**config.mk**
```make
export PLATFORM = sky130hd
export DESIGN_NAME = gray_slot_scheduler
export DESIGN_NICKNAME = d
export VERILOG_FILES = /design/src/rtl/gray_slot_scheduler.sv
export SDC_FILE = /design/constraint.sdc
export NUM_CORES = 1
export LEC_CHECK = 0
export BUFFER_PORTS_ARGS = -buffer_cell sky130_fd_sc_hd__buf_2
export CAP_MARGIN = 20
export CELL_PAD_IN_SITES_DETAIL_PLACEMENT = 1
export CELL_PAD_IN_SITES_GLOBAL_PLACEMENT = 1
export CORE_MARGIN = 10
export CORE_UTILIZATION = 42
export DETAILED_ROUTE_END_ITERATION = 12
export PLACE_DENSITY = 0.83
export SLEW_MARGIN = 30
export SYNTH_ARGS = -nofsm -noshare
export SYNTH_HDL_FRONTEND = slang
export SYNTH_SLANG_ARGS = --single-unit
```
**constraint.sdc**
```tcl
create_clock -name clk -period 2.8 [get_ports clk]
set_input_delay 0.42 -clock clk [delete_from_list [all_inputs] [get_ports clk]]
set_output_delay 0.42 -clock clk [all_outputs]
set_load 0.05 [all_outputs]
```
**src/rtl/gray_slot_scheduler.sv**
```systemverilog
// gray_slot_scheduler
//   Round-robin time-slot sequencer for a shared gray-coded slot counter.
//   It grants one requester at a time. A slot lasts slot_len cycles, where
//   0 means 2^CBITS cycles, or ends early when the owner drops its request.
//   After each slot there is exactly one HANDOFF cycle. In that cycle the
//   round-robin pointer moves past the last owner and the next winner is
//   chosen.
// Ports:
//   clk, rst    clock / async active-high reset
//   req         per-requester request levels
//   slot_len    slot length, sampled when a grant is made
//   gnt         one-hot grant, zero outside ACTIVE
//   gnt_id      index of current or last owner
//   gray_c      gray code of the slot counter
//   slot_done   pulse in the final cycle of a slot
//   busy        high while a slot is active
module gray_slot_scheduler #(
  parameter int NREQ  = 4,
  parameter int CBITS = 9,
  parameter int IDW   = $clog2(NREQ)
) (
  input  logic             clk,
  input  logic             rst,
  input  logic [NREQ-1:0]  req,
  input  logic [CBITS-1:0] slot_len,
  output logic [NREQ-1:0]  gnt,
  output logic [IDW-1:0]   gnt_id,
  output logic [CBITS-1:0] gray_c,
  output logic             slot_done,
  output logic             busy
);

  typedef enum logic [1:0] {IDLE, ACTIVE, HANDOFF} state_t;

  state_t           state, state_nxt;
  logic [CBITS-1:0] cnt, len;
  logic [IDW-1:0]   ptr, ptr_nxt;
  logic [IDW-1:0]   win;
  logic             found;
  logic             term, release_c;

  // Search for the first request, starting at ptr and wrapping modulo NREQ.
  always_comb begin
    found = 1'b0;
    win   = '0;
    for (int i = 0; i < NREQ; i++) begin
      if (!found && req[(int'(ptr) + i) % NREQ]) begin
        found = 1'b1;
        win   = IDW'((int'(ptr) + i) % NREQ);
      end
    end
  end

  // len - 1 wraps to all-ones when len is 0, which gives a full 2^CBITS slot.
  assign term      = (cnt == len - CBITS'(1));
  assign release_c = !req[gnt_id];
  assign ptr_nxt   = IDW'((int'(gnt_id) + 1) % NREQ);

  always_comb begin
    state_nxt = state;
    slot_done = 1'b0;
    unique case (state)
      IDLE, HANDOFF: state_nxt = found ? ACTIVE : IDLE;
      ACTIVE: begin
        if (term || release_c) begin
          slot_done = 1'b1;
          state_nxt = HANDOFF;
        end
      end
      default: state_nxt = IDLE;
    endcase
  end

  always_ff @(posedge clk or posedge rst) begin
    if (rst) begin
      state  <= IDLE;
      cnt    <= '0;
      len    <= '0;
      ptr    <= '0;
      gnt_id <= '0;
    end else begin
      state <= state_nxt;
      unique case (state)
        IDLE, HANDOFF: begin
          cnt <= '0;
          if (found) begin
            gnt_id <= win;
            len    <= slot_len;
          end
        end
        ACTIVE: begin
          if (slot_done) begin
            cnt <= '0;
            // The pointer is updated here, so HANDOFF already arbitrates
            // from the slot after the last owner.
            ptr <= ptr_nxt;
          end else begin
            cnt <= cnt + CBITS'(1);
          end
        end
        default: cnt <= '0;
      endcase
    end
  end

  assign busy   = (state == ACTIVE);
  assign gray_c = cnt ^ (cnt >> 1);

  always_comb begin
    gnt = '0;
    if (busy) gnt[gnt_id] = 1'b1;
  end

endmodule

```
# Yosys cells after proc, flatten, opt, wreduce, memory -nomap -nowiden
# Cells that the tools add are included.
# totals
in_bits,15
out_inout_bits,17
ff_bits,24
wordCells,72
# classes
magnitude_cmp,6
muxes,31
bitwise,4
add_sub_neg,6
reduce_logical,16
n_eq_ne,4
# ops
op,n
$mux 9,2
$mux 1,16
$lt 3x4->1 const B,3
$bmux 1 s2,5
$mux 2,5
$add 9x1->9 const B,1
$eq 9x9->1,1
$sub 9x1->9 const B,1
$xor 9x8->9,1
$reduce_or 2->1,4
$lt 2x3->1 const B,2
$add 2x1->2 const B,2
$add 2x2->2 const B,2
$logic_and 1x1->1,4
$logic_not 1->1,4
$mux 4,1
$pmux 2 s2,1
$reduce_and 2->1,2
$and 1x1->1 const A,3
$demux 1 s2,1
$eq 2x1->1 const B,1
$eq 2x2->1 const B,1
$ge 2x1->1 const B,1
$logic_not 2->1,1
2 further kinds,2

# Longest topological paths before layout
# Gate-level depths: netlist of the first run.
# depth
word_depth,16
depth_mapped,8
depth_no_buf,8

# Worst setup path after synthesis of the first run
# No wires, ideal clock.
# synth_path
path_kind,reg2reg
from,register len[0]
to,register ptr[1]
setup_slack_ns,0.350
required_ns,2.675
n_path_buf,0
synth_period_minus_slack_ns,2.450
setup_time_ns,0.125
t_arrival_ns,2.325
path_stages_with_launch,9
path_cell_list,dfrtp_1 -> inv_1 -> ha_1 -> xnor2_1 -> o2bb2ai_2 -> a2111oi_4 -> o22ai_2 -> nor3_4 -> mux2_4
# synth_via
elab_chain_cells,6
# synth_rtl
item,line_no,rtl
start: declaration,36,"logic [CBITS-1:0] cnt, len;"
start signal: assignment,88,len <= slot_len;
$sub 9x1->9,55,assign term = (cnt == len - CBITS'(1));
$eq 9x9->1,55,
$logic_or 1x1->1,65,if (term || release_c) begin
$mux 1,65,
$mux 1,62,unique case (state)
net slot_done,29,"output logic slot_done,"
$reduce_and 2->1 (no source line),-,
end signal: assignment,96,ptr <= ptr_nxt;
end: declaration,37,"logic [IDW-1:0] ptr, ptr_nxt;"
# The timed path passes the listed nets, and every way through them passes these cells.
# A chain may end at the register's enable or synchronous reset.

# Worst setup path in the final report of the first run
# layout_path
from,register len[0]
to,output slot_done
# layout_via
elab_chain_cells,5
# layout_rtl
item,line_no
$sub 9x1->9,55
$eq 9x9->1,55
$logic_or 1x1->1,65
$mux 1,65
$mux 1,62
end: declaration,29
# Every way passes these cells.

==> flow_summary.yaml, run 1 <==
outcome:
  outcome: "finished, final reports clean"
cts:
  root_buffer: "clkbuf_8"
  clk_pin_slew_ns: 0.08
  cts_made_buffers: 3
  cts_tree: "yes"
  cts.path.max_buffers: 2
  clock_sinks: 24
  clk_latency_ns: 0.27
  hold_buffers: 0
  htreeDepth: 1
sta:
  setup_viol: 0
  hold_viol: 0
  timing.final.crit_share_pct: 95.33
  slew_headroom_pct: 54.87
  holdWs_ns: 0.1768
  layout_min_cycle_time_ns: 2.669
  fmax_mhz: 374.7
  worst_pin_slew_ns: 0.6762
  finClkSkew_ns: 0.007473
  setup_tns_ns: 0
  drv_slew: 0
  rsz0062_at_grt: "false"
floorplanning:
  ios: 32
  rows: 22
  die_w_um: 81.27
  dieArea_um2: 6604
  start_util_pct: 43.39
  die_h_um: 81.27
  core_um2: 3633
synthesis:
  synth_edf_count: 0
  yosysTopAreaCell: "dfrtp_1"
  yosys.area_share.simple_pct: 18.97
  synth_area_um2: 1577
  synth-seq-area-share_pct: 38.10
  yosys-top-cells-area: "dfrtp_1 38%, ha_1 9.5%, xor2_1 6.1%"
  synth_compound_gate_area_share_pct: 13.41
  syn_inst: 157
  synth_top_family_by_area: "simple AND/OR/NAND/NOR gates"
  ys_types: 43
  synth_adder_area_share_pct: 9.524
  synth_nets: 184
  syn_avg_cell_area_um2: 10.04
  yosys-mux-area-fraction_pct: 7.222
  synth_seq_cells: 24
  synth-xor-area-share_pct: 9.444
  yosysWarnings: 0
  yosysTopAreaCellShare_pct: 38.10
  ys_async_sr_fraction_pct: 100.0
  synthFlopType: "dfrtp_1"
critical_path:
  path_cells: "inv_1 > ha_2 > and3_2 > o2bb2ai_2 > a2111oi_4 > o22ai_2 > nor3_4 > buf_6"
  criticalPathCategory: "reg -> out"
  startpoint_type: "flop"
  crit_slowest_cell: "dfrtp_1"
  max_stage_delay_ns: 0.41
  critPathMaxFanout: 5
  cp_top_family: "compound AO/OA/AOI/OAI gates"
  required_ns: 2.38
  critPathBufInv: 2
  reg2reg_depth: 9
  worstSetupEndpointType: "output pin"
  cp.depth: 8
  crit_arrival_ns: 2.25
flow_run:
  max_cap_violations: 0
cells_and_area:
  finalInstanceArea_um2: 1883
  final_common_cell: "buf_2"
  area_growth_syn_to_layout_pct: 19.44
  layout_common_cells: "30 x buf_2, 24 x dfrtp_1, 13 x nor2_1"
  n_fill_cell: 436
  drive_gt1_share_pct: 32.98
  post-route-util_pct: 51.83
  diodes: 0
  layout.nets: 220
route:
  via_per_inst: 5.582
  finalWirelength_mm: 4.318
  vias: 1334
  ant_nets: 0
  drtPass1Iterations: 4
  first_iter_violations: 48
  wl_per_cell_um: 18.07
  drcViolationCount: 0
place:
  io_buffers: 31
  dp_hpwl_mm: 3.331
  gp_congestion: 0.7784
  placed_area_um2: 1783
global_routing:
  grt_max_degree: 25
  grt_pass1_wl_mm: 7.010
  grt_overflow_total: 0
  grt_usage_pct: 13.59
  antenna_found_initial: 0
  grt_pass1_vias: 1414
power:
  powerDensity_nw_per_um2: 1149
  vdd_drop_max_mv: 0.6274
  p_leak_nw: 0.9241
  finalPower_mw: 2.163
min_path:
  hold_class: "in -> async"
[logic make-up (layout without fill, tap and decap cells)]
logic type               count (synthesis)  in the layout
XOR/XNOR                                17             17
AO/OA/AOI/OAI                           26             26
flip-flops                              24             24
adder cells (fa/ha/maj)                 12             12
AND/OR/NAND/NOR                         55             55
buffers and inverters                   13             47
multiplexers                            10             10
[metrics by stage]
stage | setup WS [ns] | cells
floorplan | 0.3498 | 157
global placement | 0.3243 | 234
detailed placement | 0.1772 | 234
CTS | 0.04389 | 238
global route | 0.01830 | 239
finish | 0.1309 | 239
[state kept, by name, summed over array words and instances (netlist names)]
name	flops
cnt	9
len	9
gnt_id	2
ptr	2
state	2
[final timing paths]
| check | from | end | slack (ns) |
|---|---|---|---|
| max in group asynchronous | rst | state[1] | 2.26 |
| max | len[0] | slot_done | 0.13 |
| min reg2reg | state[0] | state[0] | 0.52 |
| min | rst | len[1] | 0.18 |
| max reg2reg | len[0] | ptr[1] | 0.45 |
| min in group clk | slot_len[6] | len[6] | 0.37 |
[routing by layer]
layer  global-route usage [%]  share of wire (%)  up-vias
li1                         -                  -      616
met1                    14.40                 41      666
met2                    25.04                 51       41
met3                    3.642                6.1       11
met4                    5.017                2.4        0
met5                        0                  0        -
[layout make-up]
type / instances / area [um2] / share of cell area, %
Timing Repair Buffer: 33 / 176.4 / 9.369
Multi-Input combinational cell: 120 / 963.4 / 51.16
Inverter: 11 / 41.29 / 2.193
Sequential cell: 24 / 600.6 / 31.89
Tap cell: 48 / 60.06 / 3.189
Clock buffer: 3 / 41.29 / 2.193
[power by group]
group	switching (mW)	internal [mW]
clock	0.107	0.0963
sequential	0.177	0.472
combinational	0.840	0.472
[synthesized netlist by cell type, types with 2 or more instances]
library cell / instances
or2_2: 3
mux2_2: 7
ha_1: 12
inv_1: 11
xnor2_1: 6
o21ai_0: 7
nor2b_1: 3
nor3b_1: 2
a21oi_1: 3
xor2_1: 11
and2_1: 4
mux2i_1: 2
nand2_1: 12
a221o_1: 2
nor2_1: 14
nand3_1: 3
nor4_1: 2
nor3_1: 2
nor3_2: 2
dfrtp_1: 24
nand4_1: 3
[repair_timing]
| item | 4_1_cts | 5_1_grt |
|---|---|---|
| cloned | 0 | 0 |
| setup buffers | 1 | 1 |
| gates resized for setup | 5 | 4 |
| pin swaps | 2 | 0 |
| setup endpoints to repair | 1 | 1 |
No activity file was read; power rests on OpenSTA's default activity.
==> inputs of run 2 (changes only) <==
- ABC_AREA: default -> 1
- CORE_UTILIZATION: 42 -> 36
- PLACE_DENSITY: 0.83 -> 0.8
- clock period: 2.8 -> 2.4 ns (I/O delays scaled with it)
==> run 2 against run 1 <==
Compared with the run above:
- cell count is 42% higher
- clock skew hardly changed
- critical path depth is 5 higher
- critical endpoint unchanged
- sequential power is 11% higher
- global-route usage is 1.9 points lower
- die area is 22% higher
- worst hold slack worse by 0.059 ns
==> flow_summary.yaml, run 2 <==
synthesis:
  syn_inst: 237
  ys_types: 27
  synth_area_um2: 1747
  synth_seq_cells: 24
  synthFlopType: "dfrtp_1"
  yosysTopAreaCell: "dfrtp_1"
  ys_async_sr_fraction_pct: 100.0
  synth_nets: 264
  yosysTopAreaCellShare_pct: 34.38
  synth_common_cells: "73 x nand2_1, 34 x inv_1, 31 x nor2_1"
  synth-seq-area-share_pct: 34.38
  yosys-top-cells-area: "dfrtp_1 34%, nand2_1 16%, ha_1 8.6%"
  synth_edf_count: 0
  yosysWarnings: 0
  syn_avg_cell_area_um2: 7.370
  yosysMostFrequentCell: "nand2_1"
cells_and_area:
  layout.nets: 301
  final_common_cell: "nand2_1"
  drive_gt1_share_pct: 27.11
  finalInstanceArea_um2: 2113
  layout_common_cells: "70 x nand2_1, 30 x inv_1, 30 x buf_2"
  layout.cells.non_filler: 340
  area_growth_syn_to_layout_pct: 20.99
  diodes: 0
  reg_top3: "cnt (9), len (9)"
power:
  p_leak_nw: 1.139
  p_seq_share_pct: 24.6
  vdd_drop_max_mv: 0.6009
  finalPower_mw: 2.923
  power_frac_clock_pct: 12.5
  p_int_mw: 1.367
  netSwitchingPower_mw: 1.556
  swShare_pct: 53.24
  powerDensity_nw_per_um2: 1383
  p_comb_share_pct: 62.9
floorplanning:
  start_util_pct: 36.98
  dieArea_um2: 8038
  die_w_um: 89.66
  core_um2: 4723
  rows: 25
  die_h_um: 89.66
  ios: 32
sta:
  drv_slew: 0
  layout_min_cycle_time_ns: 2.347
  finClkSkew_ns: 0.006977
  slew_headroom_pct: 57.18
  timing.final.crit_share_pct: 97.77
  worst_pin_slew_ns: 0.6356
  rsz0062_at_grt: "true"
  setup_viol: 0
  fmax_mhz: 426.2
  hold_viol: 0
place:
  io_buffers: 31
  placed_cells: 334
  gp_congestion: 0.7901
  dp_hpwl_mm: 3.387
  placed_area_um2: 1964
route:
  drtPass1Iterations: 4
  vias: 1617
  finalWirelength_mm: 4.406
  first_iter_violations: 46
  wl_per_cell_um: 12.96
  ant_nets: 0
  drcViolationCount: 0
  via_per_inst: 4.756
cts:
  clock_sinks: 24
  htreeDepth: 1
  cts_tree: "yes"
  clk_pin_slew_ns: 0.09
  root_buffer: "clkbuf_8"
  cts.path.max_buffers: 2
  hold_buffers: 0
  cts_made_buffers: 3
  clk_latency_ns: 0.28
global_routing:
  antenna_found_initial: 0
  grt_usage_pct: 11.68
  grt_overflow_total: 0
  grt_pass1_vias: 1738
  grt_pass1_wl_mm: 7.576
  grt_max_degree: 25
critical_path:
  critPathMaxFanout: 4
  r2r_start: "len[0]"
  crit-reg2reg-capture: "state[0]"
  crit_arrival_ns: 1.99
  startpoint_type: "flop"
  rrSetupSlack_ns: 0.36
  worstSetupEndpointType: "output pin"
  required_ns: 2.04
  reg2reg_depth: 12
  criticalPathCategory: "reg -> out"
flow_run:
  max_cap_violations: 0
outcome:
  outcome: "finished, final reports clean"
min_path:
  hold_class: "in -> async"
[run 2: cell count changes in the layout (fill, tap and decap cells not counted), sizes merged, moves of 3 or more]
cell   before  now
nor2b       3    0
nor2       14   32
nor3        5    0
inv        11   36
o21ai       9   21
nand2      12   74
nand3       3   12
and2        4    0
mux2        8    0
[run 2: stage by stage]
step / hold WS (ns) / setup TNS, ns / utilization [%] / setup WS, ns
finish: 0.1174 / 0 / 44.74 / 0.05344
CTS: 0.1299 / 0 / 43.87 / 0.01859
global placement: 0.4257 / 0 / 41.59 / 0.1749
global route: 0.1511 / -0.08492 / 44.74 / -0.08492
detailed placement: 0.4341 / 0 / 41.59 / 0.1077
floorplan: 0.3746 / 0 / - / 0.2174
[run 2: worst max path at each step]
stage,start,to,slack (ns),cells after the start
final,len[0],slot_done,0.05,13
after global routing,len[0],slot_done,-0.08,13
after CTS,len[1],slot_done,0.02,13
after detailed placement,len[0],slot_done,0.11,13
after global placement,len[0],slot_done,0.17,13
after floorplan,len[0],slot_done,0.22,12
[run 2: power groups by stage]
stage | clock network [mW] | logic, mW | registers [mW]
2_1_floorplan | 0 | 1.37 | 0.704
3_3_place_gp | 0 | 1.63 | 0.709
3_5_place_dp | 0 | 1.68 | 0.716
4_1_cts | 0.373 | 1.78 | 0.718
5_1_grt | 0.387 | 2.06 | 0.752
6_report | 0.366 | 1.84 | 0.720
[run 2: layout make-up]
| type | count | area (um2) |
|---|---|---|
| multi-input combinational | 174 | 1021 |
| clock inverter | 1 | 30.03 |
| sequential | 24 | 601.8 |
| clock buffer | 3 | 41.29 |
| fill | 618 | 2610 |
| tap | 67 | 83.83 |
| inverter | 36 | 140.1 |
| timing repair buffer | 35 | 195.2 |
[run 2: logic make-up after synthesis]
kind of cell	count (synthesis)	synth area share, %
AND/OR/NAND/NOR	122	29.15
buffers and inverters	39	10.24
AO/OA/AOI/OAI	26	10.17
flip-flops	24	34.38
XOR/XNOR	14	7.450
adder cells (fa/ha/maj)	12	8.596
[run 2: what timing repair did]
item                       in CTS  in global routing
buffers inserted                0                  2
pin swaps                       2                  3
resized for setup              11                 10
setup endpoints to repair       1                  1
[run 2: worst max-delay path, cell delays in order (launching register included)]
cell	delay [ns]
dfrtp_1	0.40
inv_2	0.11
ha_4	0.16
nand2_2	0.09
nor2_4	0.11
nand2_1	0.06
nand2_1	0.07
nand2_1	0.06
nor2_1	0.12
nand2_2	0.09
o21ai_4	0.16
nand2_2	0.08
inv_2	0.07
buf_8	0.14
[run 2: metal layers]
metal  GRT usage [%]  share of wire [%]  routed length [um]  vias to the layer above
met4           1.879               0.75                  33                        0
met1           12.48                 42                1846                      780
met2           23.28                 53                2342                       27
met3           2.076                4.2                 184                        6
li1                -                  -                   -                      804
met5               0                  0                   0                        -
